File: config.mk
export PLATFORM = sky130hd
export DESIGN_NAME = snake_seg_streamer_flat
export DESIGN_NICKNAME = d
export VERILOG_FILES = /design/src/rtl/snake_seg_if.sv /design/src/rtl/snake_seg_streamer.sv /design/src/flat_wrapper.sv
export SDC_FILE = /design/constraint.sdc
export NUM_CORES = 1
export LEC_CHECK = 0
export BUFFER_PORTS_ARGS = -buffer_cell sky130_fd_sc_hd__buf_2
export CORE_ASPECT_RATIO = 1.2
export CORE_MARGIN = 1.5
export CORE_UTILIZATION = 30
export DETAILED_ROUTE_END_ITERATION = 16
export SLEW_MARGIN = 20
export SYNTH_ARGS = -nofsm -noshare
export SYNTH_HDL_FRONTEND = slang
export SYNTH_SLANG_ARGS = --single-unit
File: constraint.sdc
create_clock -name clock -period 3.3 [get_ports clock]
set_input_delay 0.33 -clock clock [delete_from_list [all_inputs] [get_ports clock]]
set_output_delay 0.33 -clock clock [all_outputs]
set_load 0.03 [all_outputs]
File: src/rtl/snake_seg_if.sv
// Valid/ready segment stream from snake_seg_streamer (master) to the tile renderer (slave).
interface snake_seg_if #(
  parameter int COORD_W = 8
);
  logic               seg_valid;
  logic               seg_ready;
  logic [COORD_W-1:0] seg_x;
  logic [COORD_W-1:0] seg_y;
  logic               seg_is_head;
  logic               seg_last;

  modport master (
    output seg_valid, seg_x, seg_y, seg_is_head, seg_last,
    input  seg_ready
  );

  modport slave (
    input  seg_valid, seg_x, seg_y, seg_is_head, seg_last,
    output seg_ready
  );
endinterface

File: src/rtl/snake_seg_streamer.sv
// Snapshots the packed snake_data bus on frame_start and streams occupied segments, one per beat.
// Optional head/body collision detection is built when SNAKE_COLLISION_DETECT_EN is defined.
module snake_seg_streamer #(
  parameter int NUM_SEGS = 12,
  parameter int WORD_W   = 32,
  parameter int COORD_W  = 8
) (
  input  logic                       clock,
  input  logic                       reset,
  input  logic [NUM_SEGS*WORD_W-1:0] snake_data,
  input  logic                       frame_start,
  snake_seg_if.master                seg,
  output logic [3:0]                 seg_count,
  output logic                       busy,
  output logic                       frame_done,
  output logic                       collision
);

  localparam int IDX_W    = $clog2(NUM_SEGS);
  localparam int UNUSED_W = WORD_W - 1 - 2 * COORD_W;

  typedef enum logic [1:0] {
    S_IDLE,
    S_SCAN,
    S_DONE
  } state_e;

  state_e              state_q, state_d;
  logic [COORD_W-1:0]  snap_x_q [NUM_SEGS];
  logic [COORD_W-1:0]  snap_x_d [NUM_SEGS];
  logic [COORD_W-1:0]  snap_y_q [NUM_SEGS];
  logic [COORD_W-1:0]  snap_y_d [NUM_SEGS];
  logic [NUM_SEGS-1:0] pending_q, pending_d;
  logic [3:0]          count_q, count_d;
  logic                valid_q, valid_d;
  logic [COORD_W-1:0]  x_q, x_d;
  logic [COORD_W-1:0]  y_q, y_d;
  logic                head_q, head_d;
  logic                last_q, last_d;

  logic [COORD_W-1:0]  in_x [NUM_SEGS];
  logic [COORD_W-1:0]  in_y [NUM_SEGS];
  logic [NUM_SEGS-1:0] in_mask;
  logic [IDX_W-1:0]    pick_idx;
  logic                load_en;
  logic                take;

  // Bits [30:16] of every word carry nothing this block uses.
  logic [NUM_SEGS-1:0] unused_word_bits;

  always_comb begin
    for (int i = 0; i < NUM_SEGS; i++) begin
      in_mask[i]          = snake_data[i*WORD_W + WORD_W - 1];
      in_x[i]             = snake_data[i*WORD_W + COORD_W +: COORD_W];
      in_y[i]             = snake_data[i*WORD_W +: COORD_W];
      unused_word_bits[i] = ^snake_data[i*WORD_W + 2*COORD_W +: UNUSED_W];
    end
  end

  function automatic logic [3:0] popcount(input logic [NUM_SEGS-1:0] m);
    logic [3:0] cnt;
    cnt = '0;
    for (int i = 0; i < NUM_SEGS; i++) cnt = cnt + {3'b000, m[i]};
    return cnt;
  endfunction

  // Lowest-index pending word is the next beat, so invalid words never cost a cycle.
  always_comb begin
    pick_idx = '0;
    for (int i = NUM_SEGS - 1; i >= 0; i--) begin
      if (pending_q[i]) pick_idx = IDX_W'(i);
    end
  end

  // State register (with the datapath registers it sequences).
  always_ff @(posedge clock) begin
    if (reset) begin
      state_q   <= S_IDLE;
      // NOTE: the snapshot is a handful of flops, not a RAM, and must read 0 after reset, so it is reset too.
      snap_x_q  <= '{default: '0};
      snap_y_q  <= '{default: '0};
      pending_q <= '0;
      count_q   <= '0;
      valid_q   <= 1'b0;
      x_q       <= '0;
      y_q       <= '0;
      head_q    <= 1'b0;
      last_q    <= 1'b0;
    end else begin
      // NOTE: non-blocking so every register samples the pre-edge values computed by the comb block.
      state_q   <= state_d;
      snap_x_q  <= snap_x_d;
      snap_y_q  <= snap_y_d;
      pending_q <= pending_d;
      count_q   <= count_d;
      valid_q   <= valid_d;
      x_q       <= x_d;
      y_q       <= y_d;
      head_q    <= head_d;
      last_q    <= last_d;
    end
  end

  // Next-state and datapath logic.
  always_comb begin
    // NOTE: every target gets a hold default first so no path through the case infers a latch.
    state_d   = state_q;
    snap_x_d  = snap_x_q;
    snap_y_d  = snap_y_q;
    pending_d = pending_q;
    count_d   = count_q;
    valid_d   = valid_q;
    x_d       = x_q;
    y_d       = y_q;
    head_d    = head_q;
    last_d    = last_q;
    take      = 1'b0;
    load_en   = !valid_q || seg.seg_ready;

    unique case (state_q)
      S_IDLE: begin
        if (frame_start) begin
          take      = 1'b1;
          snap_x_d  = in_x;
          snap_y_d  = in_y;
          pending_d = in_mask;
          count_d   = popcount(in_mask);
          state_d   = S_SCAN;
        end
      end
      S_SCAN: begin
        if (load_en) begin
          if (|pending_q) begin
            valid_d             = 1'b1;
            x_d                 = snap_x_q[pick_idx];
            y_d                 = snap_y_q[pick_idx];
            head_d              = (pick_idx == '0);
            pending_d[pick_idx] = 1'b0;
            // Entries are drained low to high, so nothing left pending means highest set bit.
            last_d              = ~|pending_d;
          end else begin
            // Either the last beat just transferred or the snapshot was empty.
            valid_d = 1'b0;
            state_d = S_DONE;
          end
        end
      end
      S_DONE:  state_d = S_IDLE;
      default: state_d = S_IDLE;
    endcase
  end

  // Output logic.
  always_comb begin
    busy       = (state_q != S_IDLE);
    frame_done = (state_q == S_DONE);
  end

  assign seg.seg_valid   = valid_q;
  assign seg.seg_x       = x_q;
  assign seg.seg_y       = y_q;
  assign seg.seg_is_head = head_q;
  assign seg.seg_last    = last_q;
  assign seg_count       = count_q;

`ifdef SNAKE_COLLISION_DETECT_EN
  logic [NUM_SEGS-1:0] snap_vld_q;
  logic                eval_q;
  logic                collision_q;
  logic                hit;

  always_comb begin
    hit = 1'b0;
    for (int i = 1; i < NUM_SEGS; i++) begin
      if (snap_vld_q[i] && snap_x_q[i] == snap_x_q[0] && snap_y_q[i] == snap_y_q[0]) hit = 1'b1;
    end
    hit = hit & snap_vld_q[0];
  end

  // Compared against the frozen snapshot one edge after capture, then held for the frame.
  always_ff @(posedge clock) begin
    if (reset) begin
      snap_vld_q  <= '0;
      eval_q      <= 1'b0;
      collision_q <= 1'b0;
    end else begin
      eval_q <= take;
      if (take) begin
        snap_vld_q  <= in_mask;
        collision_q <= 1'b0;
      end else if (eval_q) begin
        collision_q <= hit;
      end
    end
  end

  assign collision = collision_q;
`else
  assign collision = 1'b0;
`endif

endmodule
File: src/flat_wrapper.sv
// flat-port wrapper written by rule: the top's interface ports become plain ports
module snake_seg_streamer_flat 
#(
  parameter int NUM_SEGS = 12,
  parameter int WORD_W   = 32,
  parameter int COORD_W  = 8
)
  (clock, reset, snake_data, frame_start, seg_count, busy, frame_done, collision, seg_seg_valid, seg_seg_x, seg_seg_y, seg_seg_is_head, seg_seg_last, seg_seg_ready);
  snake_seg_if #(.COORD_W(COORD_W)) seg_i ();
  input  logic clock;
  input  logic reset;
  input  logic [NUM_SEGS*WORD_W-1:0] snake_data;
  input  logic frame_start;
  output logic [3:0] seg_count;
  output logic busy;
  output logic frame_done;
  output logic collision;
  output wire logic [$bits(seg_i.seg_valid)-1:0] seg_seg_valid;
  output wire logic [$bits(seg_i.seg_x)-1:0] seg_seg_x;
  output wire logic [$bits(seg_i.seg_y)-1:0] seg_seg_y;
  output wire logic [$bits(seg_i.seg_is_head)-1:0] seg_seg_is_head;
  output wire logic [$bits(seg_i.seg_last)-1:0] seg_seg_last;
  input wire logic [$bits(seg_i.seg_ready)-1:0] seg_seg_ready;
  assign seg_seg_valid = seg_i.seg_valid;
  assign seg_seg_x = seg_i.seg_x;
  assign seg_seg_y = seg_i.seg_y;
  assign seg_seg_is_head = seg_i.seg_is_head;
  assign seg_seg_last = seg_i.seg_last;
  assign seg_i.seg_ready = seg_seg_ready;
  snake_seg_streamer #(.NUM_SEGS(NUM_SEGS), .WORD_W(WORD_W), .COORD_W(COORD_W)) u_core (.clock(clock), .reset(reset), .snake_data(snake_data), .frame_start(frame_start), .seg(seg_i), .seg_count(seg_count), .busy(busy), .frame_done(frame_done), .collision(collision));
endmodule
## After elaboration in Yosys (flattened, before gate mapping)

Cells that the tools add are included.

| operators by class | value |
|---|---|
| multiplexer cells | 29 |
| order comparisons | 3 |
| equal/unequal tests | 6 |
| bitwise operators | 3 |
| reduce and logical (&&, ||, !) cells | 15 |
| $add $sub $neg | 11 |

Operator list:

| cell | number |
|---|---|
| binary-select mux 8 bit (select 4 bit) | 2 |
| 2-to-1 mux 4 bit | 12 |
| adder 4 x 1 -> 4 bit | 10 |
| 2-to-1 mux 12 bit | 3 |
| 2-to-1 mux 8 bit | 4 |
| case mux 12 bit (2 select lines) | 1 |
| OR reduction 12 bit | 2 |
| AND 12 bit | 1 |
| NOT 12 bit | 1 |
| 2-to-1 mux 2 bit | 3 |
| AND reduction 3 bit | 2 |
| >= comparator 5 bit (second input constant) | 1 |
| less-than comparator 4 x 5 -> 1 bit (second input constant) | 1 |
| NOT 4 -> 5 bit | 1 |
| demux 1 bit (select 4 bit) | 1 |
| >= comparator 4 x 1 -> 1 bit (second input constant) | 1 |
| zero test 4 bit | 1 |
| != test 2 x 1 -> 1 bit (second input constant) | 2 |
| != test 2 bit (second input constant) | 2 |
| case mux 2 bit (2 select lines) | 1 |
| AND reduction 2 bit | 2 |
| AND reduction 4 bit | 1 |
| nonzero test 2 bit | 2 |
| adder 1 x 1 -> 2 bit | 1 |
| 7 further kinds | 9 |

| storage, ports and cells | value |
|---|---|
| input bits | 388 |
| register bits | 229 |
| output and inout port bits | 26 |
| logic and storage cells | 99 |

## Longest topological paths before layout

| logic depth | value |
|---|---|
| word-level depth | 21 |
| depth in mapped cells | 11 |

## Worst setup path before layout

OpenSTA, ideal clock, no wires.

| timing | value |
|---|---|
| path kind | in2reg |
| start | in snake_data[31] |
| end | reg u_core.count_q[2], in the netlist u_core.seg_count[2] |
| path buffers | 0 |
| path slack | 0.048 ns |
| arrival | 3.167 ns |
| setup time | 0.086 ns |
| cell stages on the path | 10 |
| required time | 3.214 ns |
| path through | ha_1 > inv_1 > fa_1 > fa_1 > fa_1 > inv_1 > fa_1 > fa_1 > xnor2_1 > a211oi_1 |

| on the way | value |
|---|---|
| longest elaborated chain between the ends | 11 |

RTL lines:

| item | RTL line | text |
|---|---|---|
| from (decl) | flat_wrapper.sv:12 | `input logic [NUM_SEGS*WORD_W-1:0] snake_data;` |
| adder 1 x 1 -> 2 bit | snake_seg_streamer.sv:63 | `for (int i = 0; i < NUM_SEGS; i++) cnt = cnt + {3'b000, m[i]};` |
| adder 4 x 1 -> 4 bit (10 in a row) | snake_seg_streamer.sv:63 |  |
| to (signal assigned) | snake_seg_streamer.sv:95 | `count_q <= count_d;` |
| to (decl) | snake_seg_streamer.sv:34 | `logic [3:0] count_q, count_d;` |

No other way between the ends.
A chain may end at the register's enable or synchronous reset.

## Worst setup path after layout

Same ends and word-level chain as after synthesis.

==> results.md <==
- Power per cell area: 648 mW/mm^2
- RSZ-0062 raised after global routing: no
- Synth unique cells: 55
- Critical path class: input pin to flip-flop
- Initial Util: 30.5%
- Routed Antenna Nets: 0
- Final wirelength: 34600 um
- First-pass GRT wire length: 52400 um
- WL per Instance: 17.3 um
- FMAX: 0.337 GHz
- Initial antenna violation count: 2
- Clk_lat worst skew: 0.54 ns
- Syn_area_per_cell: 7.55 um^2
- Post-CTS resize count: 0
- Clock Tree Buf Depth: 3
- CP Launch Type: input pin
- Via-to-Cell Ratio: 4.91
- CP top delay family: adder cells
- Worst-path cell chain: buf_2 -> ha_1 -> inv_1 -> fa_1 -> fa_1 -> fa_1 -> inv_1 -> fa_1 -> fa_1 -> xnor2_1 -> a211oi_1
- Hold path startpoint: snake_data[136]
- Async S/R FF share, synth: 0%
- Clock Sinks: 229
- Synth warn: 0
- Die Span Y: 204 um
- Headroom to the max-slew limit: 41.4%
- Overflow after GRT: 0
- Min Tclk post-route: 2.96 ns
- Main flop type after synthesis: dfxtp_1
- Final hold vios: 0
- Crit path arrival time: 3.41 ns
- Setup repair bufs after CTS: 0
- Core footprint: 0.0332 mm^2
- Yosys reg bits: 229
- Nets: 1931
- Final worst slack: 0.337 ns
- Detailed placer's ending HPWL: 24800 um
- Largest net degree at the start of global routing: 88
- Total negative setup slack: 0 ns
- Register area: 0.00458 mm^2
- Die area: 0.0348 mm^2
- Setup-failing EPs final: 0
- Cell taking the most area after synthesis: dfxtp_1
- Clock Root Buffer: clkbuf_16
- Vias: 9816
- Slowest stage delay, CP: 0.49 ns
- Synth top area share: 45.3%
- IO Count: 414
- CP Max Fanout: 2
- Most used cell, CP: fa_1
- Final Max Tran Viols: 0
- Multi-input gate area: 0.00505 mm^2
- DRC viols: 0
- Leak pwr: 5.22 nW
- Worst r2r src: u_core.pending_q[7]$_SDFFE_PP0P_
- H-tree depth: 1
- Crit-path slowest cell: fa_1
- Worst Path Buf+Inv: 3
- CTS hold repair buffers: 0
- Area growth syn-to-layout: 25.7%
- Reg2reg path depth: 8
- WHS Path Cells: 3
- Max IR drop VDD: 369 uV
- Max cap viols: 0
- Mapped Nets: 1738
- CTS tree: built
- Gpl congestion: 0.850
- FP Rows: 73
- Cell Area, Synth: 0.0101 mm^2
- Post-synth EDFFs: 0
- Clock Skews: 0.0177 ns
- Cells after Synth: 1339
- DR iter-0 viols: 680
- Share of layout cells above drive strength 1: 21.5%
- Reg clk slew, reported paths: 0.07 ns
- FILL cells: 3489
- Worst-margin pin slew: 0.871 ns
- Outcome: completed
- Drt pass-1 iters: 5
- Port buffer count: 232
- Total CTS buffers: 25
- CP Depth: 11
- Synth area leaders: dfxtp_1 (45%), nand2_1 (18%), a21oi_1 (12%)
- Worst Path Required: 3.75 ns
- Part of the Yosys area used for sequential elements: 45.3%
- Tcrit/Tclk final: 89.8%
- Setup crit start: snake_data[31]
- Vias in the first global route: 9340
- Pre-CTS setup slack: -0.201 ns
- Total GRT Usage: 19.5%
- Crit end category: flip-flop
- Die X: 171 um
- Hold WC Path Type: input pin to flip-flop
-- area by class of cell --
cell class,count,area share [%]
timing repair buffer,269,12.3
multi-input combinational,990,39.8
antenna,1,0.0197
tap,450,4.43
clock inverter,11,1.32
sequential,229,36.1
clock buffer,34,5.66
inverter,17,0.502
-- routing by layer --
metal / share of wire, % / GRT usage (%) / up-vias
met5: 0.029 / 0 / -
met4: 2.5 / 6.64 / 2
met3: 5.1 / 2.79 / 49
met2: 48 / 32.7 / 270
met1: 45 / 25.6 / 4594
li1: - / - / 4901
-- Yosys cell counts (2+ instances only) --
cell,n
buf_1,7
nor2_1,37
ha_1,4
a222oi_1,2
a31oi_1,10
nand2b_1,4
nand2_1,477
nor4_1,8
o31a_1,2
buf_2,9
nor3_1,18
a21o_1,2
o31ai_1,6
mux2_2,10
fa_1,7
a22o_1,2
and3_1,2
a311oi_1,4
o21ai_1,3
a22oi_1,6
buf_4,6
nor2b_1,4
a21oi_1,246
or4_1,2
a32oi_1,2
clkbuf_1,79
o21ai_0,19
a221oi_1,10
nand3_1,16
mux2i_1,48
buf_6,2
o22ai_1,6
dfxtp_1,229
inv_1,17
a211oi_1,11
and2_1,2
nand4_1,2
-- worst reg2reg max path, delay by kind of cell (launching register included) --
| kind | cells | cell delay (ns) |
|---|---|---|
| AO/OA/AOI/OAI | 4 | 1.03 |
| AND/OR/NAND/NOR | 2 | 0.45 |
| flip-flops | 1 | 0.46 |
| buffers and inverters | 1 | 0.29 |
| multiplexers | 1 | 0.44 |
-- registers in the layout (all words and copies together) (netlist names) --
register,flops
u_core.snap_x_q,96
u_core.snap_y_q,96
u_core.pending_q,12
u_core.seg.seg_x,8
u_core.seg.seg_y,8
u_core.seg_count,4
u_core.state_q,2
u_core.seg.seg_is_head,1
u_core.seg.seg_last,1
u_core.seg.seg_valid,1
-- layout by cell type, fill, tap and decap left out, types with 4 or more instances in the layout --
cell type,n
a211oi_1,11
a21oi_1,245
a221oi_1,10
a22oi_1,6
a311oi_1,4
a31oi_1,10
buf_12,9
buf_2,231
buf_4,28
bufinv_16,4
clkbuf_16,25
clkbuf_8,6
dfxtp_1,229
fa_1,7
ha_1,4
inv_1,17
mux2_2,10
mux2i_1,48
nand2_1,475
nand2b_1,4
nand3_1,16
nor2_1,36
nor2b_1,4
nor3_1,18
nor4_1,8
o21ai_0,19
o22ai_1,6
o31ai_1,6
-- path summary, 6_finish.rpt --
check                                      to  slack, ns
max          u_core.seg_count[2]$_SDFFE_PP0P_       0.34
min          u_core.snap_x_q[56]$_SDFFE_PP0P_       0.03
max reg2reg  u_core.seg.seg_x[2]$_SDFFE_PP0P_       0.48
min reg2reg  u_core.snap_y_q[21]$_SDFFE_PP0P_       0.45
-- power breakdown --
part | internal [mW] | total, mW | switching, mW | leakage [nW]
Sequential | 3.00 | 3.13 | 0.136 | 1.88
Clock | 1.84 | 3.02 | 1.17 | 0.432
Combinational | 0.745 | 2.09 | 1.35 | 2.90
Total | 5.58 | 8.24 | 2.66 | 5.22
-- cells by family (layout without fill, tap and decap cells) --
kind of cell,after synthesis,count (layout),synth area share (%)
other cells,1,2,0.0371
flops,229,229,45.3
xor+xnor,1,1,0.0866
compound gates,341,341,19.1
mux,58,58,5.86
buf+inv,120,331,4.94
simple gates,577,577,22.7
fa+ha+maj,12,12,1.98
-- per-stage QoR --
step	hold WS [ns]	total power, mW	instance area [um^2]	std cells	utilization [%]
2_1_floorplan	0.432	4.47	10100	1339	-
3_3_place_gp	0.439	5.29	11800	1955	35.7
3_5_place_dp	0.446	5.31	11800	1955	35.7
4_1_cts	0.00759	8.35	12700	2000	38.3
5_1_grt	0.0180	8.64	12700	2001	38.3
6_report	0.0293	8.24	12700	2001	38.3
No activity file was read; power rests on OpenSTA's default activity.
